**config.mk**
```make
export PLATFORM = sky130hd
export DESIGN_NAME = mips_mem_arbiter
export DESIGN_NICKNAME = d
export VERILOG_FILES = /design/src/rtl/mips_mem_arbiter.sv
export SDC_FILE = /design/constraint.sdc
export NUM_CORES = 1
export LEC_CHECK = 0
export ABC_AREA = 1
export ABC_CLOCK_PERIOD_IN_PS = 1700
export BUFFER_PORTS_ARGS = -buffer_cell sky130_fd_sc_hd__buf_2
export CORE_ASPECT_RATIO = 1.75
export CORE_MARGIN = 4
export CORE_UTILIZATION = 35
export DETAILED_ROUTE_END_ITERATION = 8
export HOLD_SLACK_MARGIN = 0.15
export PLACE_DENSITY = 0.67
export SLEW_MARGIN = 20
export SYNTH_ARGS = -nofsm -noshare
export SYNTH_HDL_FRONTEND = slang
export SYNTH_SLANG_ARGS = --single-unit
```
**constraint.sdc**
```tcl
create_clock -name clk -period 1.7 [get_ports clk]
set_clock_uncertainty 0.15 [all_clocks]
set_input_delay 0.17 -clock clk [delete_from_list [all_inputs] [get_ports clk]]
set_output_delay 0.17 -clock clk [all_outputs]
set_load 0.05 [all_outputs]
```
**src/rtl/mips_mem_arbiter.sv**
```systemverilog
// mips_mem_arbiter: shares one single-port synchronous word memory between the I (fetch) and D (load/store) ports
// Ports: clk, rst_n (async active-low); I port i_req/i_addr -> i_gnt/i_rvalid/i_rdata;
// D port d_req/d_we/d_addr/d_wdata -> d_gnt/d_rvalid/d_rdata; memory side mem_en/mem_we/mem_addr/mem_wdata <- mem_rdata;
// i_wait_cnt exposes the I starvation count. Define ARB_STARVE_GUARD_EN to let a starved I port win over D.
module mips_mem_arbiter #(
  parameter int ADDR_W   = 10,
  parameter int DATA_W   = 32,
  parameter int MAX_WAIT = 4
) (
  input  logic              clk,
  input  logic              rst_n,
  input  logic              i_req,
  input  logic [ADDR_W-1:0] i_addr,
  output logic              i_gnt,
  output logic              i_rvalid,
  output logic [DATA_W-1:0] i_rdata,
  input  logic              d_req,
  input  logic              d_we,
  input  logic [ADDR_W-1:0] d_addr,
  input  logic [DATA_W-1:0] d_wdata,
  output logic              d_gnt,
  output logic              d_rvalid,
  output logic [DATA_W-1:0] d_rdata,
  output logic              mem_en,
  output logic              mem_we,
  output logic [ADDR_W-1:0] mem_addr,
  output logic [DATA_W-1:0] mem_wdata,
  input  logic [DATA_W-1:0] mem_rdata,
  output logic [2:0]        i_wait_cnt
);
  typedef enum logic [1:0] {TAG_NONE, TAG_I, TAG_D} tag_e;
  tag_e              tag_q, tag_d;
  logic [DATA_W-1:0] i_rdata_q, i_rdata_d, d_rdata_q, d_rdata_d;
  logic [2:0]        wait_q, wait_d;
  logic              force_i;
  always_comb begin
`ifdef ARB_STARVE_GUARD_EN
    force_i = i_req && (wait_q >= 3'(MAX_WAIT));
`else
    force_i = 1'b0;
`endif
    // grants are blanked while reset is asserted so nothing reaches memory
    d_gnt     = rst_n && d_req && !force_i;
    i_gnt     = rst_n && i_req && !d_gnt;
    mem_en    = i_gnt | d_gnt;
    mem_we    = d_gnt & d_we;
    mem_addr  = i_gnt ? i_addr : d_gnt ? d_addr : '0;
    mem_wdata = d_gnt ? d_wdata : '0;
    tag_d     = i_gnt ? TAG_I : (d_gnt && !d_we) ? TAG_D : TAG_NONE;
    wait_d    = (i_req && !i_gnt) ? ((wait_q >= 3'(MAX_WAIT)) ? wait_q : wait_q + 3'd1) : 3'd0;
    i_rvalid  = tag_q == TAG_I;
    d_rvalid  = tag_q == TAG_D;
    // returning data passes straight through; the register only holds it afterwards
    i_rdata_d = i_rvalid ? mem_rdata : i_rdata_q;
    d_rdata_d = d_rvalid ? mem_rdata : d_rdata_q;
    i_rdata   = i_rdata_d;
    d_rdata   = d_rdata_d;
    i_wait_cnt = wait_q;
  end
  always_ff @(posedge clk or negedge rst_n) begin
    if (!rst_n) begin
      tag_q     <= TAG_NONE;
      wait_q    <= '0;
      i_rdata_q <= '0;
      d_rdata_q <= '0;
    end else begin
      tag_q     <= tag_d;
      wait_q    <= wait_d;
      i_rdata_q <= i_rdata_d;
      d_rdata_q <= d_rdata_d;
    end
  end
endmodule

```
==> out/results.md, run 1 <==
• area of the mapped netlist: 3400 um^2
• leakage component of the power: 3.25 nW
• status: complete, but fails checks
• layout overhead on the synthesized area: 73.2%
• die area: 11400 um^2
• unrepaired setup endpoints after global routing: true
• fraction of final layout cells with drive strength greater than 1: 0.536
• number of cells on the worst reg-to-reg path: 5
• Site Rows: 47
• standard cell with the maximum stage delay on the critical path: dfrtp_1
• endpoints failing hold: 0
• power after layout: 7.02 mW
• Max-slew headroom: 0.410
• sum of routed wire length over all layers: 10.6 mm
• nets in the synthesized netlist: 462
• ant diodes: 0
• half-perimeter wire length of the detailed placement result: 6.95 mm
• number of failing setup endpoints in the final timing report: 64
• Final GP Congestion: 0.748
• worst path setup slack after routing: -0.111 ns
• areal power density over the cells: 1190 nW/um^2
• class of the tightest hold or removal check: input pin to register
• synth unique cells: 17
• Worst setup SP type: register
• crit path max fanout: 21
• count of cell instances traversed by the critical path: 6
• CTS HTree Levels: 3
• Pins Over Slew Limit: 0
• synth warn: 0
• Die Span X: 82.5 um
• Fin Hold WS: 0.162 ns
• global-route wire length before repair: 15.7 mm
• number of enable flip-flop cells after synthesis: 0
• WL met2: 6.07 mm
• portion of the post-synthesis area used by sequential elements: 0.508
• number of antenna-violating nets in the routed design: 0
• antenna violations before repair: 1
• FMAX: 552 MHz
• overall global routing resource usage: 0.179
• fraction of synthesized cell area in xor and xnor cells: 0
• arithmetic-cell share of the synthesized area counting full adders, half adders and majority gates: 0.00368
• number of standard cells after synthesis: 372
• Clk Tree Root Cell: clkbuf_16
• Commonest cells post-synth: inv_1 (73), nand2_1 (72), dfrtp_1 (69)
• Synth Flop Type: dfrtp_1
• largest stage delay on the critical path: 0.40 ns
• critical register-to-register path startpoint: tag_q[0]
• reg2reg setup slack: 0.44 ns
• Placed Instance Area: 4480 um^2
• iteration-0 DRC count of the detailed router: 93
• post-synthesis share of cell area spent on and, or, nand and nor gates: 0.181
• number of non-filler instances in the completed layout: 741
• drc violations: 0
• Req. time, crit path: 1.38 ns
• placed cell count: 685
• worst slack at placement: 0.121 ns
• worst setup path category: register to output port
• CP endpoint kind: output port
• top post-synthesis cells by area: dfrtp_1 (51%), o21ai_2 (15%), inv_1 (8.1%)
• via count of the first global-routing pass: 3428
• vias post-DR: 3269
• family with the most delay on the worst path: buffers and inverters
• Max-cap violations: 0
• Seq cells post-synth: 69
• area fraction of the dominant cell type after synthesis: 0.508
• chain of cells forming the critical path: inv_2 -> nand2_4 -> buf_16 -> nand2_1 -> o21ai_4 -> buf_6
• worst-margin pin slew: 0.886 ns
• clk_lat worst skew: 0.32 ns
• number of buffers created by CTS: 9
• I/O pin count: 204
• worst path arrival time: 1.49 ns
• max layer used: met5
• crit path from: tag_q[0]
• clock-pin slew reported for the worst setup and hold paths after clock tree synthesis: 0.05 ns
• share of the cycle needed by the critical path after routing: 1.07
• RR Endpoint: d_rdata_q[31]
• share of cell area taken by muxes after synthesis: 0
• post-layout instance area: 5890 um^2
• count of buffer and inverter cells on the critical path: 3
• Sum Neg Setup Slack: -5.44 ns
• placeable core area: 9470 um^2
• largest family of logic cells by synthesized area: simple AND/OR/NAND/NOR gates
• die outline height: 138 um
• number of buffers added on ports: 203
• TritonCTS clock tree: yes
• post-CTS setup buffer count: 0
• Post-synth ARST share: 1.00
• cell with the most instances after synthesis: inv_1
• violations in the final reports: negative setup slack
• synthesized-area fraction occupied by ao, oa, aoi and oai cells: 0.162
• WL met3: 744 um
• Vias/cell: 4.41
• clock net sink count: 69
• # nets final: 704
• first-pass detailed-route iteration total: 4
• Congestion Overflow GR: 0
• maximum number of pins on one net before global-route repair: 70
• Routed wire per std cell: 14.3 um
• maximum root-to-sink buffer count: 2
• average footprint of a synthesized cell: 9.14 um^2
• sum of routed wire segments on met1: 3.51 mm
• Min Clock Period, post-route: 1.81 ns
• Starting Density: 0.359
• final core utilization: 0.622
• timing endpoint of the critical path: d_rdata[31]
• worst-case vdd ir drop: 0.000677 V
• largest area contributor in the netlist: dfrtp_1
worst min-delay path by stage:
stage / end / depth (start not counted) / from / slack [ns]
final: tag_q[1] / 3 / rst_n / 0.16
after global routing: tag_q[1] / 3 / rst_n / 0.20
after CTS: tag_q[1] / 3 / rst_n / 0.16
after detailed placement: tag_q[1] / 2 / d_we / 0.23
after global placement: tag_q[1] / 2 / d_we / 0.22
after floorplan: d_rdata_q[0] / 0 / rst_n / -0.28
cells in the final DEF (no fill, tap or decap), drive strengths merged:
cell,Yosys,final
nor2,43,43
clkbuf,2,13
inv,74,74
bufinv,0,1
o21ai,65,65
clkinvlp,0,2
ha,1,1
nand2,101,101
buf,17,211
dlygate4sd3,0,37
dfrtp,69,69
clkinv,0,2
power by group:
| part | switching (mW) | total [mW] | internal (mW) |
|---|---|---|---|
| clock | 0.677 | 1.89 | 1.21 |
| sequential | 0.109 | 2.04 | 1.93 |
| combinational | 2.02 | 3.09 | 1.07 |
layer usage:
layer | vias up | GRT usage
li1 | 1591 | -
met2 | 149 | 0.341
met4 | 2 | 0.0698
met1 | 1507 | 0.172
met5 | - | 0
met3 | 20 | 0.0443
registers in the layout, indices dropped and copies added (netlist names):
register and count:
i_wait_cnt 3, d_rdata_q 32, tag_q 2, i_rdata_q 32
final cells by class:
type	count	area [um^2]
multi-input cells	210	1400
inverters	74	278
well taps	122	153
clock buffers	11	253
repair buffers	250	2020
clock inverters	5	58.8
fillers	725	3580
flip-flops and latches	69	1730
worst reg2reg max path, cell delays in order, from the launching register on:
cell and delay, ns:
dfrtp_1 0.41, inv_2 0.08, nand2_4 0.09, buf_16 0.19, nand2_1 0.13, o21ai_4 0.09
repair_timing:
action / in CTS / in global routing
pin swaps: 0 / 0
resized for setup: 146 / 29
hold buffers: 37 / 0
endpoints found under the setup margin: 66 / 66
gates cloned: 1 / 2
hold endpoints to repair: 138 / 0
logic make-up after synthesis:
kind of cell,after synthesis
simple gates,144
compound gates,65
flops,69
buf+inv,93
fa+ha+maj,1
No activity file was read; power rests on OpenSTA's default activity.
==> inputs of run 2 (changes only) <==
--- a/config.mk
+++ b/config.mk
@@ -8,7 +8,7 @@
 export ABC_AREA = 1
 export ABC_CLOCK_PERIOD_IN_PS = 1700
 export BUFFER_PORTS_ARGS = -buffer_cell sky130_fd_sc_hd__buf_2
-export CORE_ASPECT_RATIO = 1.75
+export CORE_ASPECT_RATIO = 1.25
 export CORE_MARGIN = 4
 export CORE_UTILIZATION = 35
 export DETAILED_ROUTE_END_ITERATION = 8
==> out/results.md, run 2 (synthesis gave the netlist of run 1 again) <==
• die area: 11400 um^2
• clk_lat worst skew: 0.32 ns
• Starting Density: 0.365
• most frequent standard cell in the layout excluding fill and tap cells: buf_2
• share of the cycle needed by the critical path after routing: 1.10
• RR Endpoint: i_rdata_q[13]
• CP endpoint kind: output port
• ant diodes: 0
• largest stage delay on the critical path: 0.45 ns
• unrepaired setup endpoints after global routing: true
• number of non-filler instances in the completed layout: 756
• count of buffer and inverter cells on the critical path: 3
• number of cells on the worst reg-to-reg path: 6
• number of failing setup endpoints in the final timing report: 65
• antenna violations before repair: 1
• commonest non-fill, non-tap cells in the layout: buf_2 (126), inv_1 (70), nand2_1 (69)
• number of buffers added on ports: 203
• final core utilization: 0.678
• family with the most delay on the worst path: buffers and inverters
• clock net sink count: 69
• Clk Tree Root Cell: clkbuf_16
• iteration-0 DRC count of the detailed router: 100
• overall global routing resource usage: 0.185
• worst path setup slack after routing: -0.169 ns
• die outline height: 118 um
• Min Clock Period, post-route: 1.87 ns
• worst-case vdd ir drop: 0.000573 V
• status: complete, but fails checks
• grt met3 use: 0.0807
• met2 Resource Use GR: 0.323
• drc violations: 0
• Worst Hold Endpoint: d_rdata_q[14]
• Req. time, crit path: 1.38 ns
• layer carrying the most global-route usage: met2
• cell count of the worst hold path: 2
• first-pass detailed-route iteration total: 4
• violations in the final reports: negative setup slack
• Site Rows: 39
• placeable core area: 9320 um^2
• Routed wire per std cell: 16.1 um
• Die Span X: 96.2 um
• CTS HTree Levels: 3
• fraction of final layout cells with drive strength greater than 1: 0.545
• vias post-DR: 3362
• via count of the first global-routing pass: 3425
• Pins Over Slew Limit: 0
• TritonCTS clock tree: yes
• critical hold path startpoint: d_rdata_q[14]
• areal power density over the cells: 1130 nW/um^2
• class of the tightest hold or removal check: register to register
• # fillers: 702
• maximum root-to-sink buffer count: 2
• endpoints failing hold: 0
• reg2reg setup slack: 0.30 ns
• chain of cells forming the critical path: inv_4 -> nand2_8 -> clkbuf_16 -> o21ai_2 -> buf_6
• layout overhead on the synthesized area: 85.9%
• Worst setup SP type: register
• crit path from: tag_q[1]
• Max-cap violations: 0
• critical register-to-register path startpoint: tag_q[1]
• Max-slew headroom: 0.423
• sum of routed wire length over all layers: 12.2 mm
• global-route wire length before repair: 16.4 mm
• crit path max fanout: 6
• maximum number of pins on one net before global-route repair: 70
• placed cell count: 689
• half-perimeter wire length of the detailed placement result: 7.76 mm
• standard cell with the maximum stage delay on the critical path: dfrtp_2
• Sum Neg Setup Slack: -8.26 ns
• Final GP Congestion: 0.800
• Vias/cell: 4.45
• # nets final: 718
• worst-margin pin slew: 0.865 ns
• FMAX: 535 MHz
• leakage component of the power: 3.40 nW
• number of antenna-violating nets in the routed design: 0
• Congestion Overflow GR: 0
• met1 layer usage reported by global route: 0.198
• I/O pin count: 204
• worst setup path category: register to output port
• number of buffers created by CTS: 9
• clock-pin slew reported for the worst setup and hold paths after clock tree synthesis: 0.05 ns
• worst path arrival time: 1.55 ns
-- run 2: changes by cell type in the layout (fill, tap and decap cells not counted), sizes merged --
cell | previous run | this run
dlygate4sd3 | 37 | 38
buf | 211 | 219
clkbuf | 13 | 16
clkinvlp | 2 | 1
nand2 | 101 | 102
clkinv | 2 | 4
-- run 2: worst max path at each step --
stage	end	depth (start not counted)	slack (ns)
after floorplan	i_rdata_q[22]	4	-0.12
after CTS	i_rdata[15]	6	-0.13
after detailed placement	mem_addr[2]	6	0.12
final	i_rdata[16]	5	-0.17
after global placement	i_rdata[2]	6	0.16
after global routing	i_rdata[16]	5	-0.22
-- run 2: timing repair --
action                     CTS  global route
hold endpoints to repair   138             0
setup buffers                0             2
gates cloned                 0            11
setup endpoints to repair   66            66
hold buffers                38             0
pin swaps                    0             2
resized for setup          134            59
-- run 2: report_power, final --
group / internal, mW / total [mW] / switching, mW
Sequential: 1.93 / 2.05 / 0.114
Clock: 1.17 / 1.87 / 0.699
Combinational: 1.16 / 3.24 / 2.08
-- run 2: per-stage QoR --
step	total power [mW]	setup WS, ns	hold slack [ns]	instance area [um^2]
detailed placement	4.54	0.125	0.197	4660
finish	7.16	-0.169	0.334	6320
global route	7.44	-0.221	0.352	6320
global placement	4.50	0.164	0.195	4660
floorplan	3.92	-0.119	-0.276	3410
CTS	6.93	-0.134	0.330	5760
-- run 2: metal layers --
metal	part of all wire	wire, um	up-vias
met3	0.10	1220	19
met1	0.36	4330	1557
li1	-	-	1628
met5	0.00090	11	-
met4	0.016	189	2
met2	0.53	6450	156
-- run 2: layout make-up --
cell class	instances	area, um^2	share of cell area
Tap cell	123	154	0.0243
Inverter	74	288	0.0455
Clock inverter	6	61.3	0.00970
Sequential cell	69	1730	0.274
Clock buffer	10	239	0.0378
Timing Repair Buffer	263	2350	0.373
Multi-Input combinational cell	211	1500	0.237
-- run 2: tightest hold or removal path, cell delays in order (launching register included) --
cell	delay [ns]
dfrtp_1	0.31
nand2_1	0.06
o21ai_2	0.07
